File: src/rtl/noc_packetizer.sv
// Local-side NoC packetizer: turns (dest, len) requests plus payload words into a header flit
// and body flits behind a registered output stage. Optional header sequence number: NOC_PKT_SEQ_EN.
module noc_packetizer #(
    parameter int unsigned X_ID    = 0,
    parameter int unsigned Y_ID    = 0,
    parameter int unsigned DATA_W  = 32,
    parameter int unsigned COORD_W = 4,
    parameter int unsigned LEN_W   = 8
) (
    input  logic               noc_clk,
    input  logic               noc_rst_n,
    input  logic               req_valid,
    output logic               req_ready,
    input  logic [COORD_W-1:0] req_dest_x,
    input  logic [COORD_W-1:0] req_dest_y,
    input  logic [LEN_W-1:0]   req_len,
    input  logic               data_valid,
    output logic               data_ready,
    input  logic [DATA_W-1:0]  data_word,
    output logic               sender_valid,
    input  logic               sender_ready,
    output logic [DATA_W-1:0]  sender_flit,
    output logic               sender_is_header,
    output logic               sender_is_tail,
    output logic [15:0]        tx_pkt_cnt
);

    typedef enum logic [0:0] {
        StIdle,
        StBody
    } state_e;

    state_e            state_q, state_d;
    logic              valid_q, valid_d;
    logic [DATA_W-1:0] flit_q, flit_d;
    logic              is_header_q, is_header_d;
    logic              is_tail_q, is_tail_d;
    logic [LEN_W-1:0]  remaining_q, remaining_d;
    logic [15:0]       pkt_cnt_q, pkt_cnt_d;

    logic              out_free;
    logic              req_hs;
    logic              data_hs;
    logic [DATA_W-1:0] header;

`ifdef NOC_PKT_SEQ_EN
    logic [7:0]        seq_q, seq_d;
`endif

    // The output register can take a new flit when empty or being drained this cycle.
    assign out_free = !valid_q || sender_ready;
    assign req_hs   = req_valid && req_ready;
    assign data_hs  = data_valid && data_ready;

    always_comb begin
        header        = '0;
        header[3:0]   = 4'(req_dest_x);
        header[7:4]   = 4'(req_dest_y);
        header[11:8]  = 4'(X_ID);
        header[15:12] = 4'(Y_ID);
        header[23:16] = 8'(req_len);
`ifdef NOC_PKT_SEQ_EN
        header[31:24] = seq_q;
`endif
    end

    always_comb begin
        state_d     = state_q;
        valid_d     = valid_q;
        flit_d      = flit_q;
        is_header_d = is_header_q;
        is_tail_d   = is_tail_q;
        remaining_d = remaining_q;
        pkt_cnt_d   = pkt_cnt_q;
        req_ready   = 1'b0;
        data_ready  = 1'b0;

        if (valid_q && sender_ready) begin
            valid_d = 1'b0;
            if (is_tail_q) begin
                pkt_cnt_d = pkt_cnt_q + 16'd1;
            end
        end

        unique case (state_q)
            StIdle: begin
                req_ready = noc_rst_n && out_free;
                if (req_hs) begin
                    valid_d     = 1'b1;
                    flit_d      = header;
                    is_header_d = 1'b1;
                    is_tail_d   = (req_len == '0);
                    remaining_d = req_len;
                    if (req_len != '0) begin
                        state_d = StBody;
                    end
                end
            end
            StBody: begin
                data_ready = noc_rst_n && out_free;
                if (data_hs) begin
                    valid_d     = 1'b1;
                    flit_d      = data_word;
                    is_header_d = 1'b0;
                    is_tail_d   = (remaining_q == LEN_W'(1));
                    remaining_d = remaining_q - LEN_W'(1);
                    if (remaining_q == LEN_W'(1)) begin
                        state_d = StIdle;
                    end
                end
            end
            default: state_d = StIdle;
        endcase
    end

`ifdef NOC_PKT_SEQ_EN
    always_comb begin
        seq_d = seq_q;
        if (req_hs) begin
            seq_d = seq_q + 8'd1;
        end
    end

    always_ff @(posedge noc_clk or negedge noc_rst_n) begin
        if (!noc_rst_n) begin
            seq_q <= 8'd0;
        end else begin
            seq_q <= seq_d;
        end
    end
`endif

    always_ff @(posedge noc_clk or negedge noc_rst_n) begin
        if (!noc_rst_n) begin
            state_q     <= StIdle;
            valid_q     <= 1'b0;
            flit_q      <= '0;
            is_header_q <= 1'b0;
            is_tail_q   <= 1'b0;
            remaining_q <= '0;
            pkt_cnt_q   <= 16'd0;
        end else begin
            state_q     <= state_d;
            valid_q     <= valid_d;
            flit_q      <= flit_d;
            is_header_q <= is_header_d;
            is_tail_q   <= is_tail_d;
            remaining_q <= remaining_d;
            pkt_cnt_q   <= pkt_cnt_d;
        end
    end

    assign sender_valid     = valid_q;
    assign sender_flit      = flit_q;
    assign sender_is_header = is_header_q;
    assign sender_is_tail   = is_tail_q;
    assign tx_pkt_cnt       = pkt_cnt_q;

`ifndef SYNTHESIS
    // A stalled flit must not change until the router takes it.
    assert property (@(posedge noc_clk) disable iff (!noc_rst_n)
        (sender_valid && !sender_ready) |=> (sender_valid && $stable(sender_flit) &&
                                             $stable(sender_is_header) && $stable(sender_is_tail)));

    assert property (@(posedge noc_clk) disable iff (!noc_rst_n) !(req_ready && data_ready));
`endif

endmodule

File: config.mk
export PLATFORM = sky130hd
export DESIGN_NAME = noc_packetizer
export DESIGN_NICKNAME = d
export VERILOG_FILES = /design/src/rtl/noc_packetizer.sv
export SDC_FILE = /design/constraint.sdc
export NUM_CORES = 1
export LEC_CHECK = 0
export ABC_AREA = 1
export CORE_MARGIN = 2
export CORE_UTILIZATION = 45
export CTS_CLUSTER_SIZE = 30
export DETAILED_ROUTE_END_ITERATION = 10
export GPL_TIMING_DRIVEN = 0
export HOLD_SLACK_MARGIN = 0.1
export PLACE_DENSITY = 0.8
export SETUP_SLACK_MARGIN = 0.15
export SLEW_MARGIN = 20
export SYNTH_ARGS = -nofsm -noshare
export SYNTH_HDL_FRONTEND = slang
export SYNTH_SLANG_ARGS = --single-unit
File: constraint.sdc
create_clock -name noc_clk -period 1.56 [get_ports noc_clk]
set_input_delay 0.234 -clock noc_clk [delete_from_list [all_inputs] [get_ports noc_clk]]
set_output_delay 0.234 -clock noc_clk [all_outputs]
set_load 0.005 [all_outputs]
======== Word level (Yosys, flattened, before mapping) ========
Cells that the tools add are included.
Widths: inputs -> output; s select.
storage, ports and cells
  output and inout bits ................... 53
  word-level logic and storage cells ...... 46
  register bits after elaboration ......... 60
  bits of input ports ..................... 53
operators by class
  reductions and logical operators ........ 10
  equality and inequality tests ........... 3
  add/sub/neg operators ................... 2
  muxes and demuxes ....................... 23
  bitwise logic cells ..................... 1
operators with widths
  kind                   count
  $mux 32                2
  $pmux 32 s2            1
  $add 16x1->16 const B  1
  $mux 8                 2
  $pmux 8 s2             1
  $mux 1                 13
  $eq 8x1->1 const B     1
  $logic_not 8->1        1
  $pmux 1 s2             4
  $reduce_bool 8->1      1
  $sub 8x1->8 const B    1
  $logic_and 1x1->1      4
  $reduce_and 2->1       2
  $ne 2x1->1 const B     1
  $ne 2x2->1 const B     1
  $logic_not 1->1        1
  $logic_or 1x1->1       1
  $not 1->1              1

======== Logic depth before layout (Yosys ltp) ========
Gate-level depths: netlist of run 1.
  word-level depth ........................ 7
  depth in mapped cells ................... 9
  mapped depth without buffers ............ 9

======== Worst setup path before layout of run 1 ========
Ideal clock, no wire load.
  path type ............................... reg2reg
  start point ............................. register pkt_cnt_q[0] (netlist: tx_pkt_cnt[0])
  end point ............................... register pkt_cnt_q[12] (netlist: tx_pkt_cnt[12])
  stages on the path, launching flop included .. 9
  setup time .............................. 117 ps
  required time ........................... 1443 ps
  setup slack ............................. 245 ps
  period minus slack after synthesis ...... 1315 ps
  path buffers ............................ 0
  arrival ................................. 1198 ps
  path through ............................ dfrtp_1 ha_1 nand3_1 nor2_1 nand3_1 nor2_2 nand2_1 nand2_1 nand2_1
on the way
  word-level cells in the longest chain between the ends .. 1
ends and longest elaborated chain
  element                 line  RTL
  start, declared         39    logic [15:0] pkt_cnt_q, pkt_cnt_d;
  start signal, assigned  149   pkt_cnt_q <= pkt_cnt_d;
  $add 16x1->16           81    pkt_cnt_d = pkt_cnt_q + 16'd1;
No other way between the ends.
A chain may end at the register's enable or synchronous reset.

======== Final worst setup path of run 1 ========
  start point ............................. register pkt_cnt_q[1] (netlist: tx_pkt_cnt[1])
  end point ............................... register pkt_cnt_q[13] (netlist: tx_pkt_cnt[13])
The elaborated chain is that of the path after synthesis.

==> results by stage, run 1 <==
Floorplan:
- The initial standard-cell utilization of the core is 46.6%.
- The floorplan step set the die width to 85.3 um.
- During I/O placement, the number of pins put on the boundary was 106.
- The region available for standard cell placement spans 6390 sq um.
- The height of the die is 85.3 um.
- Row generation in the floorplan step produced 29 rows.
- The die covers 7280 sq um.

Global routing:
- The via count of the first global-routing pass is 2957.
- The number of antenna violations at the first check in global routing came to 0.
- Entering global routing, the biggest net connects 51 pins.
- In the global route stage, overall resource usage came out at 23.7%.
- The first global-routing pass estimated 13600 um of wire.
- The residual overflow from global routing is 0.

STA:
- Setup violations remaining at the end of the flow were counted as 0.
- The period utilization is 93.5%.
- Based on the critical path, the design can be clocked at up to 685 MHz.
- Across the routed clock network, the largest skew measured is 0.00763 ns.
- The hold slack is 0.404 ns.
- The transition at the pin with the smallest max-transition slack is 0.627 ns.
- Setup repair after global routing could not meet its margin everywhere.
- The count of pins over their slew limit is 0.
- The final hold violation count is 0.
- The worst path in the final design needs a cycle of 1.46 ns, including I/O delays and setup.
- The worst max-slew margin expressed relative to the limit is 58.0%.

Place:
- Detailed placement finished with a half-perimeter wire length of 5610 um.
- Routability-driven placement finished with a final weighted congestion of 0.792.
- The number of buffers inserted by port buffering is 105.
- The total placed cells including tap cells is 543.

Worst hold path:
- In this run the worst hold path is classified as in2reg.
- The startpoint of the tightest hold check path is sender_ready.
- The cell count of the worst hold path is 4.
- The path with the worst hold slack has its endpoint at sender_valid.

Detailed routing:
- After detailed routing, the average wire length per cell comes to 17.2 um.
- The final routed wirelength across all metal layers is 10400 um.
- The routed layout has 3190 vias.
- The routed via count divided by cell count is 5.28.
- The first-iteration detailed-routing DRC count is 169.
- The iteration count of the initial detailed-routing pass is 4.
- Once detail routing completed, the nets flagged for antenna violations numbered 0.
- For this run, design rule violations remaining after detail routing come to 0.

Finish:
- Compared with the post-synthesis result, the final layout area differs by 75.5%.
- The repair_antennas step left the layout with diodes totalling 0.
- The final standard cell count with taps included and fillers excluded is 604.
- In the final design database the tool counted 578 nets.
- The fraction of layout cells with a size suffix above 1 is 26.9%.

Logic synthesis:
- The warning count from the yosys run is 0.
- The sequential-to-total area share from yosys stat is 50.5%.
- The synthesized netlist occupies a cell area of 2980 sq um.
- By count the netlist is led by nand2_1 (119), dfrtp_1 (60), nor2_1 (47).
- Summed over all instances, the cell type with the most area after synthesis is dfrtp_1.
- The number of synthesized flops with an enable pin is 0.
- By area the synthesized netlist is led by dfrtp_1 (50%), nand2_1 (15%), nor2_1 (5.9%), nand3_1 (4.7%), a31oi_1 (3.2%).
- The synthesized design contains 60 register bits.
- The number of nets in the synthesized netlist is 416.
- The synthesized area per cell is 8.26 sq um.
- The number of cells produced by synthesis is 360.
- Yosys mapped the design onto 26 distinct sky130hd cell types.
- The top cell type by area accounts for 50.5% of the synthesized area.
- Among all cell types in the netlist, the one instantiated most often is nand2_1.
- The most frequently used flop master after synthesis is dfrtp_1.
- Counting flops with an async set or reset pin after synthesis yields a share of 100%.

Clocking:
- Clock tree synthesis found a total of 60 sinks.
- After clock tree synthesis, the clock-pin slew on the worst setup and hold paths is 0.07 ns.
- The clock root buffer master is clkbuf_8.
- The maximum count of clock buffers along a single path is 2.
- Clock tree synthesis inserted a total of 9 buffers.
- The H-tree generated during clock tree synthesis spans 3 levels.
- TritonCTS built the clock tree.
- The clock network latency to the later pin of the worst-skew pair is 0.35 ns.

Critical path:
- The worst reg-to-reg path cell count is 10.
- STA puts the critical path data required time at 1.80 ns.
- The signal on the critical path passes through buf_6 > buf_6 > buf_4 > nand2_1 > nor2_1 > nand2_1 > o21ai_0 > nand2_1 > nand2_1 > nand2_1.
- The sort of element at the end of the critical path is a register.
- The type of origin of the critical path is a register.
- The slowest cell on the critical path is dfrtp_1.
- In this design, the largest share of critical-path delay is due to simple AND/OR/NAND/NOR gates.
- The count of buffering cells on the critical path with inverters included is 3.
- The most numerous cell type found on the critical path is nand2_1.
- The data arrival time of the worst path is 1.69 ns.
- The worst register-to-register path begins at tx_pkt_cnt[1].
- Along the worst path, the maximum fanout reaches 3.
- The worst setup path category is reg2reg.
- The highest cell delay on the worst timing path is 0.41 ns.
- The endpoint identified for the worst register-to-register timing path is tx_pkt_cnt[13].
- The flop-to-flop setup slack is 0.10 ns.

Power and ir drop:
- Power spread over the standard cell area amounts to 1360 nW/um^2.
- The design draws 0.00713 W.
- VDD sags by at most 907 uV.
- The analysis attributes to cell leakage a power of 2.51 nW.

Run:
- The number of max-cap violations is 0.

Run status:
- The flow ran to the end, and the final reports show no timing, DRC or antenna violations.
[what timing repair did]
item | in CTS | in global routing
pin swaps | 3 | 27
buffers inserted | 27 | 10
gates resized for setup | 78 | 83
endpoints found under the hold margin | 60 | 35
gates cloned | 1 | 4
endpoints found under the setup margin | 77 | 51
[report_power, final]
part / switching, W / internal, W / leakage (nW)
sequential: 0.000376 / 0.00209 / 0.731
combinational: 0.00163 / 0.00164 / 1.69
clock: 0.000653 / 0.000731 / 0.0931
[stage by stage]
step                      setup slack [ns]  utilization (%)  cell area (sq um)  setup TNS, ns
after floorplan                      0.245                -               2980              0
after global placement               -2.52             64.6               4120        -214.91
after detailed placement            -0.313             64.9               4150          -4.86
after CTS                           0.0852             71.3               4550              0
after global routing                0.0123             81.8               5220              0
final                                0.101             81.8               5220              0
[placed cells by master, fill, tap and decap left out, drive strengths merged]
cell type and n:
a21oi 7, a31oi 15, buf 54, bufinv 1
clkbuf 17, clkdlybuf4s50 50, clkinv 3, clkinvlp 1
dfrtp 60, dlygate4sd2 51, dlygate4sd3 3, dlymetal6s2s 1
ha 3, inv 25, nand2 122, nand3 29
nand3b 2, nand4 9, nor2 50, nor3 2
o21ai 12, xnor2 4, xor2 6
[worst max-delay path by stage]
stage / start / endpoint / cells past startpoint
after global routing: tx_pkt_cnt[1] / tx_pkt_cnt[11] / 9
final: tx_pkt_cnt[1] / tx_pkt_cnt[13] / 10
after CTS: state_q / data_ready / 5
after detailed placement: sender_ready / data_ready / 6
after global placement: noc_rst_n / data_ready / 4
after floorplan: tx_pkt_cnt[0] / tx_pkt_cnt[12] / 8
[routing by layer]
metal | wire length (um) | part of all wire (%) | vias up | track usage, %
li1 | - | - | 1491 | -
met1 | 4190 | 40 | 1549 | 29.2
met2 | 5370 | 52 | 125 | 41.3
met3 | 614 | 5.9 | 25 | 5.54
met4 | 181 | 1.7 | 0 | 7.50
met5 | 0 | 0 | - | 0
[final cells by class]
type                    instances  area [sq um]
plain buffers                  13           173
fillers                       389          1160
multi-input cells             261          1660
well taps                      77          96.3
flip-flops and latches         60          1510
repair buffers                152          1500
clock buffers                  11           131
clock inverters                 5          52.6
inverters                      25           104
[sequential cells by signal, summed over array words and instances (netlist names)]
signal	cells
sender_is_header	1
sender_is_tail	1
tx_pkt_cnt	16
state_q	1
remaining_q	8
sender_valid	1
sender_flit	32
[logic make-up after synthesis]
kind of cell	count (synthesis)	synth area share [%]
buffers and inverters	39	6.90
xor gates and xnor gates	10	2.94
and+or+nand+nor	214	32.1
adders and majority gates	3	1.26
AOI/OAI and AO/OA	34	6.35
DFF	60	50.5
[tightest hold or removal path: stages]
cell,delay (ns)
dlygate4sd2_1,0.27
inv_2,0.06
nand2_4,0.09
nand2_1,0.06
Note: power is estimated with default switching activity, not from simulation.
==> run 2: changes to the inputs <==
--- a/config.mk
+++ b/config.mk
@@ -7,12 +7,11 @@
 export LEC_CHECK = 0
 export ABC_AREA = 1
 export CORE_MARGIN = 2
-export CORE_UTILIZATION = 45
+export CORE_UTILIZATION = 31
 export CTS_CLUSTER_SIZE = 30
 export DETAILED_ROUTE_END_ITERATION = 10
 export GPL_TIMING_DRIVEN = 0
 export HOLD_SLACK_MARGIN = 0.1
-export PLACE_DENSITY = 0.8
 export SETUP_SLACK_MARGIN = 0.15
 export SLEW_MARGIN = 20
 export SYNTH_ARGS = -nofsm -noshare
==> run 2 against run 1 <==
Net effect: via count is 5.5% lower; highest routed layer unchanged; sequential power about the same; design area fell by 5.2%; cell count up 8.3%; critical endpoint is now data_ready; clock skew is essentially flat; wire length down 14%; non-clock buffer count is 1 lower; critical path type is now reg2out.
==> results by stage, run 2 (synthesis results as in run 1) <==
Global routing:
- The largest net degree at the start of global routing is 49 (was 51).
- The number of antenna violations at the first check in global routing was 0 (unchanged).
- The first-pass GRT wire length came to 14000 um (was 13600 um).
- The global-route usage over all layers is 17.3% (was 23.7%).
- The residual overflow from global routing is 0 (unchanged).
- The via count of the first global-routing pass is 2949 (was 2957).

Detailed routing:
- The top routing layer in use was met4 (unchanged).
- The number of nets with antenna violations after detailed routing was 0 (unchanged).
- The post-detailed-route DRC marker count came to 0 (unchanged).
- The met3 wire length came to 407 um (was 614 um).
- The average wire per standard cell was 13.7 um (was 17.2 um).
- The routed metal-1 wirelength is 3950 um (was 4190 um).
- The iteration count of the initial detailed-routing pass is 4 (unchanged).
- The final routed wirelength across all metal layers is 8930 um (was 10400 um).
- The vias after detailed routing came to 3016 (was 3190).
- The met2 wire length came to 4460 um (was 5370 um).
- The routed via count divided by cell count is 4.61 (was 5.28).
- The first-iteration detailed-routing DRC count is 77 (was 169).

Power and ir drop:
- The portion of total power attributed to combinational logic was 41.3% (was 46.0%).
- The power per standard cell area is 1320 nW/um^2 (was 1360 nW/um^2).
- The standby leakage power is 2.44 nW (was 2.51 nW).
- The peak ir drop on the vdd network is 541 uV (was 907 uV).
- The power after layout was 0.00652 W (was 0.00713 W).
- The reported net switching power was 0.00224 W (was 0.00266 W).
- The net switching share of the total power was 34.4% (was 37.3%).
- The portion of total power attributed to sequential cells is 37.7% (was 34.6%).
- The internal cell power is 0.00428 W (was 0.00447 W).
- The relative contribution of the clock network to total power came to 21.0% (was 19.4%).

Floorplan:
- The initial standard-cell utilization of the core is 32.0% (was 46.6%).
- The core outline area is 9280 sq um (was 6390 sq um).
- The top-level port count is 106 (unchanged).
- The x dimension of the die is 102 um (was 85.3 um).
- The height of the die is 102 um (was 85.3 um).
- The number of placement rows is 35 (was 29).
- The die footprint is 10400 sq um (was 7280 sq um).

Finish:
- The leading cell type in the layout, fill and taps excluded is nand2_1 (unchanged).
- The final instance area came to 4950 sq um (was 5220 sq um).
- The number of flip-flops in the largest register is 32 (unchanged).
- The layout net count was 577 (was 578).
- The final antenna diode count is 0 (unchanged).
- The area growth from synthesis to layout is 66.3% (was 75.5%).
- The fraction of layout cells with a size suffix above 1 is 21.5% (was 26.9%).
- The utilization of the core after routing is 53.3% (was 81.8%).
- Commonest non-fill, non-tap cells in the layout: nand2_1 (118), dfrtp_1 (57), dlygate4sd2_1 (52) (was nand2_1 (115), dfrtp_1 (57), dlygate4sd2_1 (51)).
- The fill cell total of the finished layout is 894 (was 389).

Critical path:
- The worst reg2reg path startpoint is state_q (was tx_pkt_cnt[1]).
- The worst setup path category is reg2out (was reg2reg).
- The highest net fanout along the worst path is 3 (unchanged).
- The type of origin of the critical path is a register (unchanged).
- The data arrival time of the worst path came to 1.17 ns (was 1.69 ns).
- The sort of element at the end of the critical path is an output pin (was register).
- The flop-to-flop setup slack is 0.18 ns (was 0.10 ns).
- The endpoint of the worst register-to-register path is remaining_q[3] (was tx_pkt_cnt[13]).
- The worst reg-to-reg path cell count is 9 (was 10).
- The worst endpoint required time was 1.33 ns (was 1.80 ns).

Place:
- The number of buffers inserted by port buffering came to 105 (unchanged).
- The standard cell area after detailed placement is 4210 sq um (was 4150 sq um).
- The total half-perimeter wirelength after legalization and detailed placement came to 5930 um (was 5610 um).
- The placer congestion estimate was 0.838 (was 0.792).

Worst hold path:
- The endpoint with the worst hold slack is tx_pkt_cnt[0] (was sender_valid).
- The startpoint of the tightest hold check path is sender_ready (unchanged).
- The cell count of the worst hold path is 3 (was 4).
- The class of the tightest hold or removal check is in2reg (unchanged).

Clocking:
- The clock root buffer master is clkbuf_8 (unchanged).
- The clock-pin slew reported for the worst setup and hold paths after clock tree synthesis came to 0.07 ns (about the same).
- The clock buffer count from CTS was 9 (unchanged).
- The maximum count of clock buffers along a single path was 2 (unchanged).
- The CTS tree is done (unchanged).
- The maximum level of the CTS H-tree is 3 (unchanged).
- The clock network latency to the later pin of the worst-skew pair came to 0.33 ns (was 0.35 ns).
- The total clock sinks came to 60 (unchanged).

STA:
- The clock period minus final worst setup slack is 1.40 ns (was 1.46 ns).
- The worst max-slew margin expressed relative to the limit came to 55.8% (was 58.0%).
- The transition at the pin with the smallest max-transition slack is 0.660 ns (was 0.627 ns).
- The clock skew is 0.00787 ns (was 0.00763 ns).
- The fmax is 712 MHz (was 685 MHz).
- The count of pins over their slew limit was 0 (unchanged).
- The period utilization was 90.0% (was 93.5%).
- The final hold violation count was 0 (unchanged).
- The setup-violating endpoint count in the final report came to 0 (unchanged).
- Unrepaired setup endpoints after global routing: true (unchanged).
- The post-route setup TNS came to 0 ns (unchanged).

Run:
- The number of max-cap violations is 0 (unchanged).

Run status:
- Status: finished clean (unchanged).
[run 2: through the flow]
| step | hold WS [ns] | setup WS, ns | std cells |
|---|---|---|---|
| 3_5_place_dp | 0.114 | -0.394 | 595 |
| 6_report | 0.414 | 0.156 | 654 |
| 2_1_floorplan | -0.0616 | 0.245 | 360 |
| 3_3_place_gp | 0.459 | -2.62 | 594 |
| 4_1_cts | -0.253 | 0.00335 | 638 |
| 5_1_grt | 0.433 | 0.0783 | 654 |
[run 2: worst max-delay path: stages, from the launching register on]
cell	delay (ns)
dfrtp_1	0.38
buf_6	0.14
inv_8	0.06
clkbuf_16	0.12
nor2_4	0.03
buf_2	0.13
[run 2: power groups by stage]
| stage | Sequential, W | Combinational, W | Clock [W] |
|---|---|---|---|
| floorplan | 0.00248 | 0.00108 | 0 |
| global placement | 0.00247 | 0.00244 | 0 |
| detailed placement | 0.00249 | 0.00248 | 0 |
| CTS | 0.00242 | 0.00246 | 0.00142 |
| global route | 0.00254 | 0.00301 | 0.00151 |
| finish | 0.00246 | 0.00269 | 0.00137 |
[run 2: area by class of cell]
| class | count | area, sq um | share of cell area [%] |
|---|---|---|---|
| timing repair buffer | 150 | 1430 | 28.8 |
| buffer | 14 | 169 | 3.41 |
| sequential | 60 | 1510 | 30.4 |
| tap | 129 | 161 | 3.26 |
| clock buffer | 10 | 138 | 2.78 |
| inverter | 25 | 101 | 2.05 |
| clock inverter | 5 | 52.6 | 1.06 |
| multi-input combinational | 261 | 1390 | 28.2 |
[run 2: worst max path at each step]
stage / startpoint / to
3_5_place_dp: state_q / data_ready
2_1_floorplan: tx_pkt_cnt[0] / tx_pkt_cnt[12]
6_report: state_q / data_ready
3_3_place_gp: noc_rst_n / data_ready
4_1_cts: state_q / data_ready
5_1_grt: state_q / sender_flit[0]
[run 2: timing repair]
item / CTS / global route
gates cloned: 0 / 2
setup endpoints to repair: 77 / 51
pin swaps: 2 / 14
buffers inserted: 28 / 10
hold endpoints to repair: 60 / 36
gates resized for setup: 75 / 46
[run 2: routing by layer]
metal  vias to the layer above  track usage, %
met4                         0            5.33
met3                        10            4.65
met1                      1440            21.6
met5                         -               0
li1                       1488               -
met2                        78            29.3
